===== src/rtl/dev_pkg.sv =====
// Shared widths and entry layouts for the mMIPS device-port stream bridge.
package dev_pkg;

  localparam int unsigned DEV_DATA_W = 32;

  // TX entry is {dest, last, data}; RX entry is {last, data}.
  localparam int unsigned TX_LAST_BIT = DEV_DATA_W;
  localparam int unsigned TX_DEST_LSB = DEV_DATA_W + 1;
  localparam int unsigned RX_LAST_BIT = DEV_DATA_W;
  localparam int unsigned RX_ENTRY_W  = DEV_DATA_W + 1;

  typedef struct packed {
    logic                  last;
    logic [DEV_DATA_W-1:0] data;
  } rx_entry_t;

  function automatic int unsigned tx_entry_w(input int unsigned dest_w);
    return dest_w + DEV_DATA_W + 1;
  endfunction

endpackage


===== src/rtl/dev_sync_fifo.sv =====
// Single-clock first-word-fall-through FIFO; head reads as zero while empty.
module dev_sync_fifo #(
  parameter int unsigned WIDTH = 33,
  parameter int unsigned DEPTH = 8
) (
  input  logic                     clk,
  input  logic                     rst,
  input  logic                     push,
  input  logic [WIDTH-1:0]         wdata,
  input  logic                     pop,
  output logic [WIDTH-1:0]         rdata,
  output logic                     full,
  output logic                     empty,
  output logic [$clog2(DEPTH):0]   count
);

  localparam int unsigned PW = $clog2(DEPTH);
  localparam logic [PW:0] FULL_CNT = (PW + 1)'(DEPTH);

  logic [WIDTH-1:0] mem [DEPTH];
  logic [PW-1:0]    wr_ptr;
  logic [PW-1:0]    rd_ptr;
  logic             do_push;
  logic             do_pop;

  // Push is judged against fullness at the start of the cycle.
  assign do_push = push & ~full;
  assign do_pop  = pop & ~empty;
  assign full    = (count == FULL_CNT);
  assign empty   = (count == '0);
  assign rdata   = empty ? '0 : mem[rd_ptr];

  always_ff @(posedge clk or negedge rst) begin
    if (!rst) begin
      wr_ptr <= '0;
      rd_ptr <= '0;
      count  <= '0;
    end else begin
      if (do_push) wr_ptr <= wr_ptr + 1'b1;
      if (do_pop)  rd_ptr <= rd_ptr + 1'b1;
      unique case ({do_push, do_pop})
        2'b10:   count <= count + 1'b1;
        2'b01:   count <= count - 1'b1;
        default: count <= count;
      endcase
    end
  end

  always_ff @(posedge clk) begin
    if (do_push) mem[wr_ptr] <= wdata;
  end

endmodule


===== src/rtl/dev_stream_bridge.sv =====
// mMIPS device-port handler: core word strobes to buffered TX/RX streams with EOP and dest.
module dev_stream_bridge
  import dev_pkg::*;
#(
  parameter int unsigned TX_DEPTH = 8,
  parameter int unsigned RX_DEPTH = 8,
  parameter int unsigned DEST_W   = 4
) (
  input  logic                  clk,
  input  logic                  rst,
  input  logic                  en,
  input  logic [DEV_DATA_W-1:0] dev_dout,
  output logic [DEV_DATA_W-1:0] dev_din,
  input  logic                  dev_r,
  input  logic                  dev_w,
  output logic                  dev_rdyr,
  output logic                  dev_rdyw,
  input  logic                  dev_wdata,
  input  logic                  dev_waddr,
  input  logic                  dev_send_eop,
  output logic                  dev_rcv_eop,
  output logic                  m_valid,
  input  logic                  m_ready,
  output logic [DEV_DATA_W-1:0] m_data,
  output logic [DEST_W-1:0]     m_dest,
  output logic                  m_last,
  input  logic                  s_valid,
  output logic                  s_ready,
  input  logic [DEV_DATA_W-1:0] s_data,
  input  logic                  s_last,
  output logic                  tx_ovf,
  output logic                  rx_udf
);

  localparam int unsigned TX_W = tx_entry_w(DEST_W);

  logic [DEST_W-1:0]         dest_reg;
  logic                      eop_pending;
  logic                      tx_full, tx_empty, rx_full, rx_empty;
  logic [$clog2(TX_DEPTH):0] tx_count;
  logic [$clog2(RX_DEPTH):0] rx_count;
  logic [TX_W-1:0]           tx_wr, tx_head;
  rx_entry_t                 rx_wr, rx_head;
  logic                      acc_dst, wr_req, acc_wr, wr_drop, acc_rd, rd_udf;
  logic                      unused_counts;

  // Only core-side strobes are gated by en; the stream side keeps flowing.
  assign acc_dst = en & dev_w & dev_waddr;
  assign wr_req  = en & dev_w & dev_wdata & ~dev_waddr;
  assign acc_wr  = wr_req & ~tx_full;
  assign wr_drop = wr_req & tx_full;
  assign acc_rd  = en & dev_r & ~rx_empty;
  assign rd_udf  = en & dev_r & rx_empty;

  assign tx_wr = {dest_reg, dev_send_eop | eop_pending, dev_dout};
  assign rx_wr = '{last: s_last, data: s_data};

  assign m_valid     = ~tx_empty;
  assign m_data      = tx_head[DEV_DATA_W-1:0];
  assign m_last      = tx_head[TX_LAST_BIT];
  assign m_dest      = tx_head[TX_DEST_LSB +: DEST_W];
  assign dev_rdyw    = ~tx_full;
  assign s_ready     = ~rx_full;
  assign dev_rdyr    = ~rx_empty;
  assign dev_din     = rx_head.data;
  assign dev_rcv_eop = rx_head.last;

  assign unused_counts = ^{tx_count, rx_count};

  always_ff @(posedge clk or negedge rst) begin
    if (!rst) begin
      dest_reg    <= '0;
      eop_pending <= 1'b0;
      tx_ovf      <= 1'b0;
      rx_udf      <= 1'b0;
    end else begin
      if (acc_dst) dest_reg <= dev_dout[DEST_W-1:0];
      // A dropped write leaves a pending EOP untouched.
      if (acc_wr) begin
        eop_pending <= 1'b0;
      end else if (en && dev_send_eop && !wr_drop) begin
        eop_pending <= 1'b1;
      end
      if (wr_drop) tx_ovf <= 1'b1;
      if (rd_udf)  rx_udf <= 1'b1;
    end
  end

  dev_sync_fifo #(
    .WIDTH (TX_W),
    .DEPTH (TX_DEPTH)
  ) u_tx_fifo (
    .clk   (clk),
    .rst   (rst),
    .push  (acc_wr),
    .wdata (tx_wr),
    .pop   (m_valid & m_ready),
    .rdata (tx_head),
    .full  (tx_full),
    .empty (tx_empty),
    .count (tx_count)
  );

  dev_sync_fifo #(
    .WIDTH (RX_ENTRY_W),
    .DEPTH (RX_DEPTH)
  ) u_rx_fifo (
    .clk   (clk),
    .rst   (rst),
    .push  (s_valid & s_ready),
    .wdata (rx_wr),
    .pop   (acc_rd),
    .rdata (rx_head),
    .full  (rx_full),
    .empty (rx_empty),
    .count (rx_count)
  );

endmodule

===== config.mk =====
export PLATFORM = sky130hd
export DESIGN_NAME = dev_stream_bridge
export DESIGN_NICKNAME = d
export VERILOG_FILES = /design/src/rtl/dev_pkg.sv /design/src/rtl/dev_sync_fifo.sv /design/src/rtl/dev_stream_bridge.sv
export SDC_FILE = /design/constraint.sdc
export NUM_CORES = 1
export LEC_CHECK = 0
export CAP_MARGIN = 20
export CELL_PAD_IN_SITES_DETAIL_PLACEMENT = 1
export CELL_PAD_IN_SITES_GLOBAL_PLACEMENT = 1
export CORE_ASPECT_RATIO = 0.75
export CORE_UTILIZATION = 52
export DETAILED_ROUTE_END_ITERATION = 7
export GPL_TIMING_DRIVEN = 0
export PLACE_DENSITY = 0.87
export SLEW_MARGIN = 20
export SYNTH_ARGS = -nofsm -noshare
export SYNTH_HDL_FRONTEND = slang
export SYNTH_SLANG_ARGS = --single-unit

===== constraint.sdc =====
create_clock -name clk -period 4.9 [get_ports clk]
set_input_delay 0.49 -clock clk [delete_from_list [all_inputs] [get_ports clk]]
set_output_delay 0.49 -clock clk [all_outputs]
set_load 0.05 [all_outputs]

==> summary.md, run 1 <==
| Metric | Value |
|---|---|
| Status | finished clean |
| # DRC | 0 |
| Total gr overflow | 0 |
| Proportion of synthesized area in mux cells | 17.7% |
| Crit-path max cell delay | 0.87 ns |
| Netlist cell types | 42 |
| Initial antenna violation count | 5 |
| TritonCTS Buffers | 54 |
| Chip width | 244 um |
| CTS tree | built |
| Slew Viols, Final | 0 |
| Synth warn | 0 |
| Mapped Cells | 1023 |
| Critical Path AT | 3.59 ns |
| Crit-path cells | buf_2 -> nor4_4 -> clkbuf_1 -> nor2_1 -> clkdlybuf4s50_1 |
| Clock network fraction of total power | 23.3% |
| Worst-Skew Late Latency | 0.63 ns |
| Worst relative slew slack | 33.4% |
| Synth Cell Area | 22800 um2 |
| Final Critical Period | 4.08 ns |
| Worst Hold Class | input port to asynchronous set/reset pin |
| Fmax | 0.245 GHz |
| Pin count of the biggest net entering global routing | 25 |
| Via count | 11500 |
| Logic gate share of total power | 41.2% |
| Initial Utilization | 52.7% |
| Post-Synth Adder-Cell Area | 0.548% |
| DR iter-0 viols | 1115 |
| Critical Path RT | 4.41 ns |
| Cell-internal power | 11000 uW |
| Max reg flops | 296 |
| Final period utilization | 83.2% |
| CP Buf/Inv Count | 3 |
| ANT nets after route | 0 |
| Placeable Area | 43400 um2 |
| Max-cap violations | 0 |
| M1 WL | 22.4 mm |
| Worst R2R Start | u_rx_fifo.count[2] |
| Die footprint | 44800 um2 |
| Htree depth | 2 |
| Cell Count, Final, Fillers Out | 1898 |
| FILL cells | 3546 |
| Post-Synth XOR/XNOR Area | 0.691% |
| Clk sink count | 587 |
| # hold bufs at CTS | 1 |
| Post-layout net count | 1363 |
| Vias in the first global route | 12600 |
| Share of cells above drive strength 1 | 23.8% |
| Psw | 6630 uW |
| Final core occ | 63.5% |
| Syn avg cell area | 22.3 um2 |
| Crit path max fanout | 10 |
| Worst Skew | 0.0443 ns |
| Slew @ Worst Pin | 0.998 ns |
| Syn_nets | 1108 |
| CTS Buffer Depth | 3 |
| Avg WL per Cell | 30.5 um |
| Post-Synth Simple-Gate Area | 2.55% |
| Cell Rows | 66 |
| Mean number of vias per cell | 6.06 |
| Flop pwr share | 35.5% |
| Ys async rst share | 4.60% |
| Reg2reg setup slack | 1.83 ns |
| Synth Area in Compound Gates | 0.290% |
| Final setup violating endpoints | 0 |
| Seq cells post-synth | 587 |
| Slowest CP cell | nor4_4 |
| Setup Buffers After CTS | 0 |
| Largest Register | u_tx_fifo.mem |
| Port Buffers | 150 |
| Synth-to-Final Area Change | 20.6% |
| Post-synth EDFFs | 560 |
| WS Path Type | flop to output port |
| Crit path launch | u_rx_fifo.count[2] |
| Die Y | 183 um |
| Total track usage | 26.4% |
| P_leak | 0.00917 uW |
| Crit path launch type | flop |
| Largest family of logic cells by synthesized area | multiplexers |
| Drt pass-1 iters | 6 |
| Routability cong. | 0.706 |
| Dpl cells | 1799 |
| Top Layer Used | met4 |
| Sequential element share of the synthesized area | 76.6% |
| CP top delay family | buffers and inverters |
| RSZ-0062 raised after global routing | no |
| Synth Flop Type | edfxtp_1 |
| PwrDens | 641 nW/um2 |
| Fin. Hold Viols | 0 |
| Sw Share | 37.5% |
| Largest registers | u_tx_fifo.mem x296, u_rx_fifo.mem x264 |
| Top Ports | 151 |
| Drt total wl | 57.8 mm |
| VDD IR max | 0.503 mV |
| Final HPWL DP | 36.8 mm |
| Met3 wire length | 3.45 mm |
| Nature of the critical path endpoint | output port |
| Clk pin slew, worst setup/hold paths | 0.07 ns |
| Met2 Wirelength | 30.2 mm |
| Global-route wire length before repair | 84.1 mm |
| Post-CTS resize count | 0 |
| Root buffer selected by CTS | clkbuf_16 |
-- cells by family (layout without fill, tap and decap cells) --
family,Yosys count,after routing
fa+ha+maj,10,10
mux,220,220
xor+xnor,18,18
flops,587,587
simple gates,125,125
buf+inv,53,345
other cells,0,5
compound gates,10,10
-- Yosys cell counts (7+ instances only) --
cell,number,share of area [%]
edfxtp_1,560,74
mux4_2,124,12
nor2_1,82,1.3
mux2i_1,70,3.1
dfrtp_1,27,3.0
buf_2,18,0.39
mux4_1,16,1.8
clkbuf_1,14,0.23
buf_6,10,0.49
ha_1,10,0.55
nand2_1,10,0.16
xor2_1,10,0.38
nor3_1,8,0.18
xnor2_1,8,0.31
mux2_1,7,0.35
nand2b_1,7,0.19
-- area by class of cell --
type | count | area [um2] | area share (%)
antenna | 5 | 12.5 | 0.0454
buffer | 49 | 358 | 1.30
clock buffer | 60 | 1410 | 5.10
clock inverter | 33 | 282 | 1.02
inverter | 4 | 15.0 | 0.0545
multi-input combinational | 383 | 5080 | 18.4
sequential | 587 | 17500 | 63.5
tap | 578 | 723 | 2.63
timing repair buffer | 199 | 2180 | 7.90
-- routing by layer --
metal	up-vias	track usage (%)
met5	-	0
met4	0	9.53
met3	105	4.50
met2	502	45.5
met1	6130	34.0
li1	4760	-
-- path summary, 6_finish.rpt --
| path | to | depth (start not counted) |
|---|---|---|
| max in group asynchronous | dest_reg[0] | 3 |
| max | dev_din[20] | 5 |
| min in group clk | tx_ovf | 1 |
| min reg2reg | tx_ovf | 1 |
| max reg2reg | u_rx_fifo.count[2] | 10 |
| min | u_rx_fifo.rd_ptr[0] | 2 |
-- layout by cell type (no fill, tap or decap), types with 3 or more instances in the layout --
cell type	synthesis	final
diode_2	0	5
nand2b_1	7	7
nand3_1	4	4
buf_6	10	17
clkinv_1	0	12
nor2_4	0	9
clkbuf_16	0	55
nor3_2	0	6
nor2_1	82	73
xnor2_1	8	8
buf_16	0	10
nand2_1	10	10
buf_4	0	24
buf_12	4	10
bufinv_16	0	3
mux4_2	124	124
clkbuf_1	14	18
xor2_1	10	10
mux2i_1	70	70
ha_1	10	10
mux2_1	7	7
clkbuf_4	3	3
edfxtp_1	560	560
mux4_1	16	16
a21oi_1	4	4
clkdlybuf4s50_1	0	149
buf_2	18	19
dfrtp_1	27	27
clkinv_2	0	11
-- metrics by stage --
step	setup TNS [ns]	worst slack [ns]	power, uW	area [um2]	hold WS [ns]
after detailed placement	0	1.36	13500	25800	0.340
after global placement	-399.48	-2.16	13100	25100	0.444
final	0	0.821	17700	27500	0.247
after CTS	0	0.841	17800	27500	0.212
after floorplan	0	0.816	11100	22800	0.194
after global routing	0	0.691	18200	27500	0.232
-- power by group through the flow --
| stage | registers (uW) | logic, uW | clock network (uW) |
|---|---|---|---|
| after global placement | 6330 | 6800 | 0 |
| after detailed placement | 6350 | 7200 | 0 |
| after CTS | 6260 | 7330 | 4180 |
| after global routing | 6300 | 7590 | 4320 |
| final | 6260 | 7280 | 4120 |
| after floorplan | 6290 | 4830 | 0 |
No activity file was read; power rests on OpenSTA's default activity.
==> run 2: changes to the inputs <==
Settings changed: CORE_UTILIZATION 52 to 47, PLACE_DENSITY 0.87 to 0.84.
Clock period 4.9 ns to 3.54 ns, I/O delays scaled along.
==> run 2 against run 1 <==
  * Non-clock buffer count fell by 8
  * Routed wire length fell by 4.0%
  * Design area rose by 0.49%
  * Largest power group unchanged
  * Clock-buffer cell count rose by 17
  * Critical endpoint is now dev_din[31]
  * Clock skew fell by 0.020 ns
==> summary.md, run 2 (synthesis results as in run 1) <==
| Metric | Value |
|---|---|
| Status | finished clean |
| Top Ports | 151 |
| Commonest non-fill, non-tap cell in the layout | edfxtp_1 |
| CTS tree | built |
| Critical Path RT | 3.19 ns |
| Vias in the first global route | 12200 |
| Avg WL per Cell | 28.3 um |
| Worst-Skew Late Latency | 0.61 ns |
| Root buffer selected by CTS | clkbuf_16 |
| DR iter-0 viols | 893 |
| Worst R2R Start | u_tx_fifo.count[0] |
| Via count | 11300 |
| Commonest non-fill, non-tap cells in the layout | 560 x edfxtp_1, 124 x mux4_2, 115 x clkdlybuf4s50_1, 73 x nor2_1, 70 x mux2i_1 |
| Cell area after layout | 27700 um2 |
| Nature of the critical path endpoint | output port |
| Global-route wire length before repair | 80.8 mm |
| Crit-path max cell delay | 0.75 ns |
| Largest registers | u_tx_fifo.mem x296, u_rx_fifo.mem x264 |
| Die footprint | 49500 um2 |
| Worst Hold Class | input port to asynchronous set/reset pin |
| Crit-path cells | buf_2 -> buf_2 -> mux4_2 -> mux2i_1 -> nor2_1 -> clkdlybuf4s50_1 |
| Multi-input logic area | 5110 um2 |
| WS Path Type | flop to output port |
| Clk sink count | 587 |
| FILL cells | 4007 |
| Final period utilization | 98.3% |
| Placed Area | 25800 um2 |
| Synth-to-Final Area Change | 21.2% |
| Reg2reg setup slack | 0.85 ns |
| ANT nets after route | 0 |
| Port Buffers | 150 |
| Cell Rows | 69 |
| Drt total wl | 55.5 mm |
| Slew Viols, Final | 0 |
| Reg2reg path depth | 6 |
| Share of cells above drive strength 1 | 24.3% |
| TritonCTS Buffers | 55 |
| Placeable Area | 47700 um2 |
| Final setup violating endpoints | 0 |
| Clk pin slew, worst setup/hold paths | 0.07 ns |
| Worst relative slew slack | 36.3% |
| Largest Register | u_tx_fifo.mem |
| Total track usage | 22.6% |
| Htree depth | 2 |
| CTS Buffer Depth | 3 |
| Worst slack, placed | 0.194 ns |
| Routability cong. | 0.718 |
| Max reg flops | 296 |
| Crit path launch | u_rx_fifo.rd_ptr[1] |
| Pin count of the biggest net entering global routing | 26 |
| Worst path most repeated cell | buf_2 |
| Slowest CP cell | clkdlybuf4s50_1 |
| Die Y | 193 um |
| Initial antenna violation count | 7 |
| Chip width | 256 um |
| Post-layout net count | 1356 |
| Final core occ | 58.1% |
| Worst Skew | 0.0243 ns |
| Mean number of vias per cell | 5.75 |
| VDD IR max | 1.06 mV |
| Setup WS post-layout | 0.0595 ns |
| Final HPWL DP | 35.4 mm |
| Max-cap violations | 0 |
| P_leak | 0.00940 uW |
| Reg2reg end | u_tx_fifo.mem[0][11] |
| Critical Path AT | 3.13 ns |
| Initial Utilization | 47.9% |
| Drt pass-1 iters | 5 |
| PwrDens | 886 nW/um2 |
| Slew @ Worst Pin | 0.956 ns |
| # DRC | 0 |
| Total gr overflow | 0 |
| Crit path launch type | flop |
| Fmax | 0.287 GHz |
| FF/Latch Area | 17500 um2 |
| Crit path max fanout | 10 |
| Final Critical Period | 3.48 ns |
| Fin. Hold Viols | 0 |
run 2: changes by cell type in the layout (fill, tap and decap cells not counted), sizes merged:
cell and delta:
clkbuf +17, buf -8, dlymetal6s2s +20, clkinv -4, diode -2, inv -2, dlygate4sd2 +14, clkdlybuf4s50 -34
run 2: worst max-delay path, delay by kind of cell, from the launching register on:
| kind | cells | cell delay, ns |
|---|---|---|
| mux | 2 | 0.52 |
| simple gates | 1 | 0.08 |
| flops | 1 | 0.47 |
| buf+inv | 3 | 1.44 |
run 2: how the worst max path moves through the flow:
stage | to | slack, ns | depth (start not counted)
6_report | dev_din[31] | 0.06 | 6
5_1_grt | dev_din[7] | -0.01 | 6
4_1_cts | m_data[21] | 0.005 | 5
3_5_place_dp | m_data[24] | 0.19 | 5
3_3_place_gp | u_rx_fifo.mem[1][2] | -2.68 | 3
2_1_floorplan | u_rx_fifo.mem[4][0] | -0.53 | 5
run 2: final cells by class:
type / instances / area share, %
sequential: 587 / 63.2
multi-input combinational: 383 / 18.5
timing repair buffer: 191 / 7.50
clock buffer: 77 / 5.71
tap: 639 / 2.89
buffer: 49 / 1.32
clock inverter: 27 / 0.841
inverter: 4 / 0.0543
antenna: 3 / 0.0271
run 2: repair_timing:
action	in CTS	in global routing
endpoints found under the setup margin	62	20
setup buffers	2	0
resized for setup	22	20
pin swaps	1	0
hold buffers	1	0
endpoints found under the hold margin	27	0
run 2: per-layer routing:
layer / routed length (um) / GRT usage (%) / vias to the layer above
met4: 1070 / 6.07 / 6
met5: 35 / 0 / -
met3: 3260 / 4.81 / 82
met1: 22200 / 29.1 / 6067
li1: - / - / 4750
met2: 28900 / 39.2 / 365
run 2: report_power, final:
group	internal [uW]	total, uW	switching (uW)
clock network	3350	5950	2600
logic	3760	9890	6120
registers	8310	8680	370
run 2: stage by stage:
step	power (uW)	TNS, ns	instances	hold WS [ns]
after floorplan	15400	-52.78	1023	0.0584
final	24500	0	1960	0.0758
after global placement	18200	-848.34	1812	0.440
after detailed placement	18800	0	1850	0.169
after global routing	25300	-0.0109	1957	0.0854
after CTS	24700	0	1957	0.0454
